[src/rtl/tama_input_conditioner_if.sv]
// tama_input_conditioner_if: raw board inputs and conditioned single-cycle event outputs
interface tama_input_conditioner_if;
  logic btn_feed_n, btn_heal_n, btn_mode_n, light_raw, echo_in;
  logic trig, feeding, healing, light_out, change_state, test, echo_sig;
  modport master(
    output btn_feed_n, btn_heal_n, btn_mode_n, light_raw, echo_in,
    input  trig, feeding, healing, light_out, change_state, test, echo_sig
  );
  modport slave(
    input  btn_feed_n, btn_heal_n, btn_mode_n, light_raw, echo_in,
    output trig, feeding, healing, light_out, change_state, test, echo_sig
  );
endinterface

[src/rtl/tama_input_conditioner.sv]
// tama_input_conditioner: sync/debounce board inputs, split mode presses, run ultrasonic ranging
module tama_input_conditioner #(
  parameter int DEB_CYCLES    = 4,
  parameter int LONG_CYCLES   = 250,
  parameter int TRIG_CYCLES   = 10,
  parameter int ECHO_TIMEOUT  = 2000,
  parameter int NEAR_CYCLES   = 100,
  parameter int PERIOD_CYCLES = 5000,
  parameter int CNT_W         = 16
) (
  input logic clk,
  input logic rst,
  tama_input_conditioner_if.slave io
);
  typedef enum logic [1:0] {M_IDLE, M_PRESS, M_LONG} mode_t;
  typedef enum logic [1:0] {U_TRIG, U_WAIT, U_MEAS, U_GAP} rng_t;
  localparam logic [CNT_W-1:0] DEB_M1  = CNT_W'(DEB_CYCLES - 1);
  localparam logic [CNT_W-1:0] LONG_M1 = CNT_W'(LONG_CYCLES - 1);
  localparam logic [CNT_W-1:0] TRIG_W  = CNT_W'(TRIG_CYCLES);
  localparam logic [CNT_W-1:0] TO_M1   = CNT_W'(ECHO_TIMEOUT - 1);
  localparam logic [CNT_W-1:0] NEAR_W  = CNT_W'(NEAR_CYCLES);
  localparam logic [CNT_W-1:0] PER_M1  = CNT_W'(PERIOD_CYCLES - 1);
  // channel order: 0 feed, 1 heal, 2 mode, 3 light; all idle high
  logic [3:0] raw, s1, s2, stb, acc, fall, rise;
  logic [3:0][CNT_W-1:0] deb;
  logic [2:0] es;
  logic echo, echo_rise;
  mode_t ms, ms_nx;
  rng_t us, us_nx;
  logic [CNT_W-1:0] hold, hold_nx, pc, pc_nx, w, w_nx;
  logic near, near_nx, trig_nx, esig_nx, test_nx, chg_nx;
  assign raw = {io.light_raw, io.btn_mode_n, io.btn_heal_n, io.btn_feed_n};
  assign fall = acc & ~s2;
  assign rise = acc & s2;
  assign echo = es[1];
  assign echo_rise = es[1] & ~es[2];
  always_comb begin
    acc = '0;
    for (int i = 0; i < 4; i++) acc[i] = (s2[i] != stb[i]) && (deb[i] == DEB_M1);
  end
  always_ff @(posedge clk or negedge rst)
    if (!rst) begin
      s1 <= '1;
      s2 <= '1;
      stb <= '1;
      deb <= '0;
      es <= '0;
      io.feeding <= 1'b0;
      io.healing <= 1'b0;
      io.light_out <= 1'b0;
    end else begin
      s1 <= raw;
      s2 <= s1;
      stb <= (stb & ~acc) | (s2 & acc);
      for (int i = 0; i < 4; i++) deb[i] <= (s2[i] == stb[i] || acc[i]) ? '0 : deb[i] + 1'b1;
      es <= {es[1:0], io.echo_in};
      io.feeding <= fall[0];
      io.healing <= fall[1];
      io.light_out <= fall[3];
    end
  always_comb begin
    ms_nx = ms;
    hold_nx = hold;
    test_nx = 1'b0;
    chg_nx = 1'b0;
    case (ms)
      M_IDLE: if (fall[2]) begin
        ms_nx = M_PRESS;
        hold_nx = '0;
      end
      M_PRESS: if (hold == LONG_M1) begin
        test_nx = 1'b1;
        ms_nx = M_LONG;
      end else if (rise[2]) begin
        chg_nx = 1'b1;
        ms_nx = M_IDLE;
      end else hold_nx = hold + 1'b1;
      M_LONG: ms_nx = rise[2] ? M_IDLE : M_LONG;
      default: ms_nx = M_IDLE;
    endcase
  end
  // width counts the rise sample itself, so w equals the echo-high cycle count at the fall
  always_comb begin
    us_nx = us;
    pc_nx = pc + 1'b1;
    w_nx = w;
    near_nx = near;
    trig_nx = 1'b0;
    esig_nx = 1'b0;
    case (us)
      U_TRIG: begin
        w_nx = '0;
        if (pc == TRIG_W) us_nx = U_WAIT;
        else trig_nx = 1'b1;
      end
      U_WAIT: if (echo_rise) begin
        us_nx = U_MEAS;
        w_nx = CNT_W'(1);
      end else if (w == TO_M1) begin
        us_nx = U_GAP;
        near_nx = 1'b0;
      end else w_nx = w + 1'b1;
      U_MEAS: if (!echo) begin
        us_nx = U_GAP;
        near_nx = w < NEAR_W;
        esig_nx = (w < NEAR_W) && !near;
      end else if (w == TO_M1) begin
        us_nx = U_GAP;
        near_nx = 1'b0;
      end else w_nx = w + 1'b1;
      U_GAP: if (pc == PER_M1) begin
        us_nx = U_TRIG;
        pc_nx = '0;
      end
      default: us_nx = U_TRIG;
    endcase
  end
  always_ff @(posedge clk or negedge rst)
    if (!rst) begin
      ms <= M_IDLE;
      hold <= '0;
      us <= U_TRIG;
      pc <= '0;
      w <= '0;
      near <= 1'b0;
      io.trig <= 1'b0;
      io.echo_sig <= 1'b0;
      io.test <= 1'b0;
      io.change_state <= 1'b0;
    end else begin
      ms <= ms_nx;
      hold <= hold_nx;
      us <= us_nx;
      pc <= pc_nx;
      w <= w_nx;
      near <= near_nx;
      io.trig <= trig_nx;
      io.echo_sig <= esig_nx;
      io.test <= test_nx;
      io.change_state <= chg_nx;
    end
endmodule
[src/flat_wrapper.sv]
// flat-port wrapper written by rule: the top's interface ports become plain ports
module tama_input_conditioner_flat 
#(
  parameter int DEB_CYCLES    = 4,
  parameter int LONG_CYCLES   = 250,
  parameter int TRIG_CYCLES   = 10,
  parameter int ECHO_TIMEOUT  = 2000,
  parameter int NEAR_CYCLES   = 100,
  parameter int PERIOD_CYCLES = 5000,
  parameter int CNT_W         = 16
)
  (clk, rst, io_btn_feed_n, io_btn_heal_n, io_btn_mode_n, io_light_raw, io_echo_in, io_trig, io_feeding, io_healing, io_light_out, io_change_state, io_test, io_echo_sig);
  tama_input_conditioner_if io_i ();
  input logic clk;
  input logic rst;
  input wire logic [$bits(io_i.btn_feed_n)-1:0] io_btn_feed_n;
  input wire logic [$bits(io_i.btn_heal_n)-1:0] io_btn_heal_n;
  input wire logic [$bits(io_i.btn_mode_n)-1:0] io_btn_mode_n;
  input wire logic [$bits(io_i.light_raw)-1:0] io_light_raw;
  input wire logic [$bits(io_i.echo_in)-1:0] io_echo_in;
  output wire logic [$bits(io_i.trig)-1:0] io_trig;
  output wire logic [$bits(io_i.feeding)-1:0] io_feeding;
  output wire logic [$bits(io_i.healing)-1:0] io_healing;
  output wire logic [$bits(io_i.light_out)-1:0] io_light_out;
  output wire logic [$bits(io_i.change_state)-1:0] io_change_state;
  output wire logic [$bits(io_i.test)-1:0] io_test;
  output wire logic [$bits(io_i.echo_sig)-1:0] io_echo_sig;
  assign io_i.btn_feed_n = io_btn_feed_n;
  assign io_i.btn_heal_n = io_btn_heal_n;
  assign io_i.btn_mode_n = io_btn_mode_n;
  assign io_i.light_raw = io_light_raw;
  assign io_i.echo_in = io_echo_in;
  assign io_trig = io_i.trig;
  assign io_feeding = io_i.feeding;
  assign io_healing = io_i.healing;
  assign io_light_out = io_i.light_out;
  assign io_change_state = io_i.change_state;
  assign io_test = io_i.test;
  assign io_echo_sig = io_i.echo_sig;
  tama_input_conditioner #(.DEB_CYCLES(DEB_CYCLES), .LONG_CYCLES(LONG_CYCLES), .TRIG_CYCLES(TRIG_CYCLES), .ECHO_TIMEOUT(ECHO_TIMEOUT), .NEAR_CYCLES(NEAR_CYCLES), .PERIOD_CYCLES(PERIOD_CYCLES), .CNT_W(CNT_W)) u_core (.clk(clk), .rst(rst), .io(io_i));
endmodule
[config.mk]
export PLATFORM = sky130hd
export DESIGN_NAME = tama_input_conditioner_flat
export DESIGN_NICKNAME = d
export VERILOG_FILES = /design/src/rtl/tama_input_conditioner_if.sv /design/src/rtl/tama_input_conditioner.sv /design/src/flat_wrapper.sv
export SDC_FILE = /design/constraint.sdc
export NUM_CORES = 1
export LEC_CHECK = 0
export CAP_MARGIN = 10
export CORE_MARGIN = 5
export CORE_UTILIZATION = 51
export CTS_CLUSTER_DIAMETER = 40
export DETAILED_ROUTE_END_ITERATION = 6
export GPL_TIMING_DRIVEN = 0
export MAX_ROUTING_LAYER = met4
export PLACE_DENSITY_LB_ADDON = 0.15
export SYNTH_ARGS = -nofsm -noshare
export SYNTH_HDL_FRONTEND = slang
export SYNTH_SLANG_ARGS = --single-unit
[constraint.sdc]
create_clock -name clk -period 3.83 [get_ports clk]
set_input_delay 0.5745 -clock clk [delete_from_list [all_inputs] [get_ports clk]]
set_output_delay 0.5745 -clock clk [all_outputs]
set_load 0.05 [all_outputs]
==> results of run 1 <==
-- state kept, by name, summed over array words and instances, names as in the netlist, 2 cells and up, named ones only --
register	flops
u_core.ms	2
u_core.us	2
u_core.s1	4
u_core.hold	16
u_core.deb	64
u_core.es	3
u_core.w	16
u_core.s2	4
u_core.pc	16
-- stage by stage --
stage                     instance area [sq um]  cells  hold slack [ns]
after detailed placement                   7236    874           0.3426
after floorplan                            6857    684           0.2789
after global placement                     7207    873           0.3358
final                                      7860    906           0.1551
after global routing                       7860    906           0.2113
after CTS                                  7860    906           0.1811
-- final cells by class --
| cell class | count | area [sq um] |
|---|---|---|
| clock inverters | 7 | 138.9 |
| well taps | 176 | 220.2 |
| multi-input cells | 513 | 3236 |
| plain buffers | 15 | 63.81 |
| inverters | 17 | 63.81 |
| fillers | 1089 | 5330 |
| flip-flops and latches | 139 | 3493 |
| clock buffers | 25 | 485.5 |
| repair buffers | 14 | 158.9 |
-- cells by family after synthesis --
| family | count (synthesis) |
|---|---|
| simple gates | 347 |
| flops | 139 |
| xor+xnor | 79 |
| compound gates | 64 |
| buf+inv | 32 |
| fa+ha+maj | 14 |
| mux | 9 |
-- final timing paths --
check                                  to  slack (ns)  cells after the start    startpoint
max                           u_core.w[4]        1.44                      8  u_core.us[0]
min                        u_core.deb[56]        0.16                      1           rst
max reg2reg                   u_core.w[4]        1.44                      8  u_core.us[0]
min reg2reg                  u_core.es[1]        0.35                      0  u_core.es[0]
max in group asynchronous    u_core.s1[2]        2.88                      2           rst
min in group clk             u_core.es[1]        0.35                      0  u_core.es[0]
-- Yosys cell counts (all sizes together), types with 6 or more instances --
cell type  count
nor3          30
or3            9
clkbuf        14
nor3b          7
nor4          22
dfstp         12
o21ai         17
nand2         56
nand3         38
nor2b          7
nor4b          6
nor2          89
a21oi         20
nand4         23
o211ai         9
and4           7
and2          13
and3          19
xor2          39
ha            14
or4            7
inv           17
dfrtp        127
xnor2         40
-- routing by layer --
metal  up-vias  GRT usage [%]  share of wire, %
met4         0          6.498               1.4
met5         -              -                 0
met1      2418          22.84                47
met3        14          4.530               3.0
li1       2484              -                 -
met2        69          27.48                48
-- power by group --
part / internal [mW] / leakage, nW / switching [mW]
logic: 0.278 / 1.13 / 0.481
clock network: 1.14 / 0.305 / 0.585
registers: 1.61 / 1.85 / 0.106
==> impl_metrics.py, run 1 <==
metrics = {
    "outcome": {
        "outcome": "complete, no violations",
    },
    "timing": {
        "timing.clock.skew_ns": 0.005001,
        "final_hold_viol_count": 0,
        "maxSlewViolCount": 0,
        "period_needed_ns": 2.387,
        "timing.final.setup_violations": 0,
        "clock.fmax_mhz": 418.9,
        "worst_pin_slew_ns": 0.6553,
        "period_share_pct": 62.32,
        "totalNegativeSetupSlack_ns": 0,
        "grt_setup_unrepaired": "no",
        "relSlewSlack_pct": 56.31,
        "final_critical_path_setup_slack_ns": 1.443,
    },
    "final_layout": {
        "insertedDiodeCount": 0,
        "final_cell_mix": "dfrtp_1, nor2_1, nand2_1",
        "final_util_pct": 59.59,
        "area_growth_syn_to_layout_pct": 14.64,
        "mostFrequentLayoutCell": "dfrtp_1",
        "final_layout_size_suffix_gt1_share_pct": 8.356,
        "layout.nets": 738,
    },
    "power": {
        "irDropWorstVdd_v": 0.0003748,
        "power_per_cell_area_nw_per_um2": 534.5,
        "power.leakage_nw": 3.293,
        "design_power_total_mw": 4.201,
    },
    "yosys": {
        "post_synth.cell_area_avg_sq_um": 10.02,
        "synth.cell_area_sq_um": 6857,
        "synth_largest_area_cell": "dfrtp_1",
        "yosysUniqueCellTypes": 60,
        "area_share_of_and_or_nand_nor_cells_after_synthesis_pct": 26.88,
        "synth_xor_area_share_pct": 10.09,
        "number_of_cells_produced_by_synthesis": 684,
        "synthesis.yosys.warnings": 0,
        "synth-compound-area-share_pct": 6.277,
        "ys_async_sr_fraction_pct": 100.0,
        "synth_adder_area_share_pct": 2.555,
        "flip_flop_and_latch_count_after_synthesis": 139,
        "synth_edf_count": 0,
        "synth_top_area_share_pct": 46.35,
        "yosysSeqAreaShare_pct": 50.95,
        "syn_nets": 705,
        "synth-main-ff-cell": "dfrtp_1",
        "dominant_combinational_cell_family_by_area_after_synthesis": "simple AND/OR/NAND/NOR gates",
        "synth_top_cells_by_area": "dfrtp_1, xnor2_1, xor2_1",
        "synth_mux_area_share_pct": 1.387,
    },
    "clock_network": {
        "hold_buf_count_cts": 0,
        "cts.sink_count": 139,
        "post_cts.resized_instances": 0,
        "clkSlewWorstSetupHoldPaths_ns": 0.06,
        "clkLatencyLatePin_ns": 0.42,
        "cts.repair_timing.setup_buffer_count": 0,
        "cts_tree": "yes",
        "cts_htree_levels": 4,
        "root_buffer": "clkbuf_16",
        "numCtsBuffers": 17,
        "clock_tree.buffer_depth": 2,
    },
    "grt": {
        "pin_count_of_the_biggest_net_entering_global_routing": 71,
        "antenna_found_initial": 0,
        "globalRouteOverflowTotal": 0,
        "grt_first_pass_wirelength_mm": 22.96,
        "grt_util_all_layers_pct": 17.79,
        "first_global_vias": 4988,
    },
    "worst_setup_path": {
        "timing.critical_path.arrival_ns": 2.66,
        "worstPathCellList": "inv_1 > ha_1 > nor2b_1 > buf_6 > or2_1 > clkbuf_1 > nor2_1 > nor2_1",
        "crit_top_cell": "nor2_1",
        "cp.required_ns": 4.11,
        "worst_path_max_delay_cell": "nor2_1",
        "critPathLaunchType": "flop",
        "critical_path.max_stage_delay_ns": 0.52,
        "critical_path_buf_inv_count": 3,
        "worst-setup-path-type": "flop to flop",
        "family_with_the_most_delay_on_the_worst_path": "simple AND/OR/NAND/NOR gates",
        "worstPathMaxFanout": 10,
        "critical_path.endpoint_type": "flop",
    },
    "place": {
        "pre_cts_ws_ns": 1.433,
        "gp_routability_congestion": 0.8430,
        "detailedPlacementHpwl_mm": 8.598,
        "portBuffers": 13,
    },
    "worst_hold_path": {
        "min-delay-path-class": "input pin to asynchronous set/reset pin",
    },
    "route": {
        "viasPerCell": 5.502,
        "initialDrtViolationCount": 330,
        "wirelength_mm": 12.61,
        "firstDrtPassIters": 4,
        "routedWlPerCell_um": 13.92,
        "detail_route.drc_violations": 0,
        "final_antenna_net_count": 0,
        "num_vias": 4985,
    },
    "die": {
        "pin_count": 14,
        "floorplan.initialDensity_pct": 51.98,
        "die_height_um": 126.0,
        "core_sq_um": 13190,
        "die-area_sq_um": 15860,
        "die_width_um": 126.0,
        "core.rowCount": 42,
    },
    "flow_run": {
        "max-cap-violations": 0,
    },
}
(Power assumes the default switching activity.)
==> inputs of run 2 (changes only) <==
==> constraint.sdc (replaced) <==
create_clock -name clk -period 2.2 [get_ports clk]
set_input_delay 0.33 -clock clk [delete_from_list [all_inputs] [get_ports clk]]
set_output_delay 0.33 -clock clk [all_outputs]
set_load 0.05 [all_outputs]
==> run 2 against run 1 <==
  * Via count rose by 0.14%
  * Cell count is 0.33% higher
  * Setup slack got worse by 1.3 ns
  * Global-route usage increased by 0.074 points
  * Clock skew up 0.0014 ns
  * Clock power increased by 74%
  * Die area did not move
  * Routed wire length increased by 0.58%
  * Critical endpoint is now u_core.w[15]
==> impl_metrics.py, run 2 (synthesis results as in run 1) <==
metrics = {
    "timing": {
        "final_hold_viol_count": 0,
        "holdWs_ns": 0.3144,
        "timing.final.setup_violations": 0,
        "clock.fmax_mhz": 485.8,
        "worst_pin_slew_ns": 0.6536,
        "relSlewSlack_pct": 56.43,
        "period_share_pct": 93.56,
        "grt_setup_unrepaired": "no",
        "totalNegativeSetupSlack_ns": 0,
        "maxSlewViolCount": 0,
        "timing.clock.skew_ns": 0.006390,
        "period_needed_ns": 2.058,
    },
    "clock_network": {
        "clock_tree.buffer_depth": 2,
        "cts_tree": "yes",
        "root_buffer": "clkbuf_16",
        "cts.sink_count": 139,
        "clkLatencyLatePin_ns": 0.42,
        "numCtsBuffers": 17,
        "clkSlewWorstSetupHoldPaths_ns": 0.06,
        "cts_htree_levels": 4,
    },
    "flow_run": {
        "max-cap-violations": 0,
    },
    "power": {
        "p_seq_share_pct": 40.4,
        "power_per_cell_area_nw_per_um2": 928.9,
        "internal_power_mw": 5.314,
        "power_frac_comb_pct": 18.8,
        "p_sw_share_pct": 27.96,
        "irDropWorstVdd_v": 0.0006312,
        "power.leakage_nw": 3.328,
        "clkPwrFrac_pct": 40.8,
        "switchingPower_mw": 2.062,
    },
    "grt": {
        "grt_util_all_layers_pct": 17.86,
        "antenna_found_initial": 0,
        "first_global_vias": 4999,
        "grt_first_pass_wirelength_mm": 23.04,
        "globalRouteOverflowTotal": 0,
        "pin_count_of_the_biggest_net_entering_global_routing": 71,
    },
    "route": {
        "detail_route.drc_violations": 0,
        "initialDrtViolationCount": 290,
        "routedWlPerCell_um": 13.95,
        "final_antenna_net_count": 0,
        "wirelength_mm": 12.68,
        "viasPerCell": 5.492,
        "num_vias": 4992,
        "firstDrtPassIters": 4,
    },
    "die": {
        "die_height_um": 126.0,
        "die_width_um": 126.0,
        "core.rowCount": 42,
        "core_sq_um": 13190,
        "pin_count": 14,
        "floorplan.initialDensity_pct": 51.98,
        "die-area_sq_um": 15860,
    },
    "worst_setup_path": {
        "setup.reg_to_reg.worst_slack_ns": 0.14,
        "critPathLaunchType": "flop",
        "critical_path.endpoint_type": "flop",
        "worst-setup-path-type": "flop to flop",
        "timing.critical_path.arrival_ns": 2.35,
        "worstPathMaxFanout": 10,
        "cp.required_ns": 2.50,
    },
    "worst_hold_path": {
        "min-delay-path-class": "input pin to flop",
    },
    "final_layout": {
        "layout.cell_area.non_filler_sq_um": 7940,
        "layout.nets": 741,
        "multi_input_comb_area_sq_um": 3277,
        "insertedDiodeCount": 0,
        "final_cell_mix": "dfrtp_1, nor2_1, nand2_1",
        "nFillCells": 1085,
        "area.sequential_sq_um": 3493,
        "final_layout_size_suffix_gt1_share_pct": 10.10,
        "area_growth_syn_to_layout_pct": 15.80,
        "mostFrequentLayoutCell": "dfrtp_1",
        "layout.cells.non_filler": 909,
        "flip_flop_count_of_the_largest_register_all_copies_and_words_added": 64,
        "largest_reg_by_ff_count": "u_core.deb",
    },
    "place": {
        "placed_cells_incl_taps": 874,
        "placed_area_sq_um": 7236,
        "detailedPlacementHpwl_mm": 8.598,
        "portBuffers": 13,
        "gp_routability_congestion": 0.8430,
    },
    "outcome": {
        "outcome": "complete, no violations",
    },
}
[run 2: cell types whose count changed in the layout (fill, tap and decap cells not counted), moves of 2 or more]
cell      previous run  this run
clkbuf_2             0         2
clkbuf_1            19        14
buf_4                0         4
nor4_1              20        18
[run 2: through the flow]
stage,power (mW),util (%),setup slack [ns]
2_1_floorplan,3.960,-,0.1439
3_3_place_gp,4.308,54.64,-4.617
3_5_place_dp,4.360,54.86,-0.1969
4_1_cts,7.432,60.01,0.08706
5_1_grt,7.805,60.20,0.004967
6_report,7.376,60.20,0.1416
[run 2: cell type report]
type / instances / area share (%)
Multi-Input combinational cell: 513 / 41.27
Buffer: 13 / 0.7879
Tap cell: 176 / 2.773
Clock inverter: 7 / 1.749
Timing Repair Buffer: 19 / 2.506
Inverter: 17 / 0.8037
Clock buffer: 25 / 6.114
Sequential cell: 139 / 44.00
[run 2: path summary, 6_finish.rpt]
check                                   start  depth (start not counted)        endpoint
worst max-delay path             u_core.us[1]                          8    u_core.w[15]
worst min-delay path            io_btn_mode_n                          1    u_core.s1[2]
worst max register to register   u_core.us[1]                          8    u_core.w[15]
worst min register to register   u_core.es[0]                          0    u_core.es[1]
max in group asynchronous                 rst                          3    u_core.s1[2]
min in group asynchronous                 rst                          2  u_core.deb[56]
[run 2: per-layer routing]
metal	up-vias	routed length [um]	track usage, %
met4	0	178	6.498
met5	-	0	-
met3	14	339	4.488
met2	48	6151	27.67
met1	2443	6012	22.92
li1	2487	-	-
[run 2: power groups by stage]
stage               combinational [mW]  sequential [mW]  clock, mW
finish                            1.39             2.98       3.01
global route                      1.57             3.01       3.22
CTS                               1.39             2.98       3.07
detailed placement                1.33             3.03          0
global placement                  1.29             3.02          0
floorplan                        0.928             3.03          0
[run 2: repair_timing]
item | CTS | global route
setup buffers | 2 | 2
hold buffers | 1 | 0
gates resized for setup | 8 | 4
endpoints found under the setup margin | 22 | 27
endpoints found under the hold margin | 66 | 0
pin swaps | 1 | 1
[run 2: worst max-delay path: stages, from the launching register on]
cell	delay [ns]
dfrtp_1	0.46
ha_2	0.25
nor2b_1	0.14
buf_6	0.14
or2_1	0.23
clkbuf_4	0.21
nor4_2	0.30
xnor2_1	0.15
nor2_1	0.05
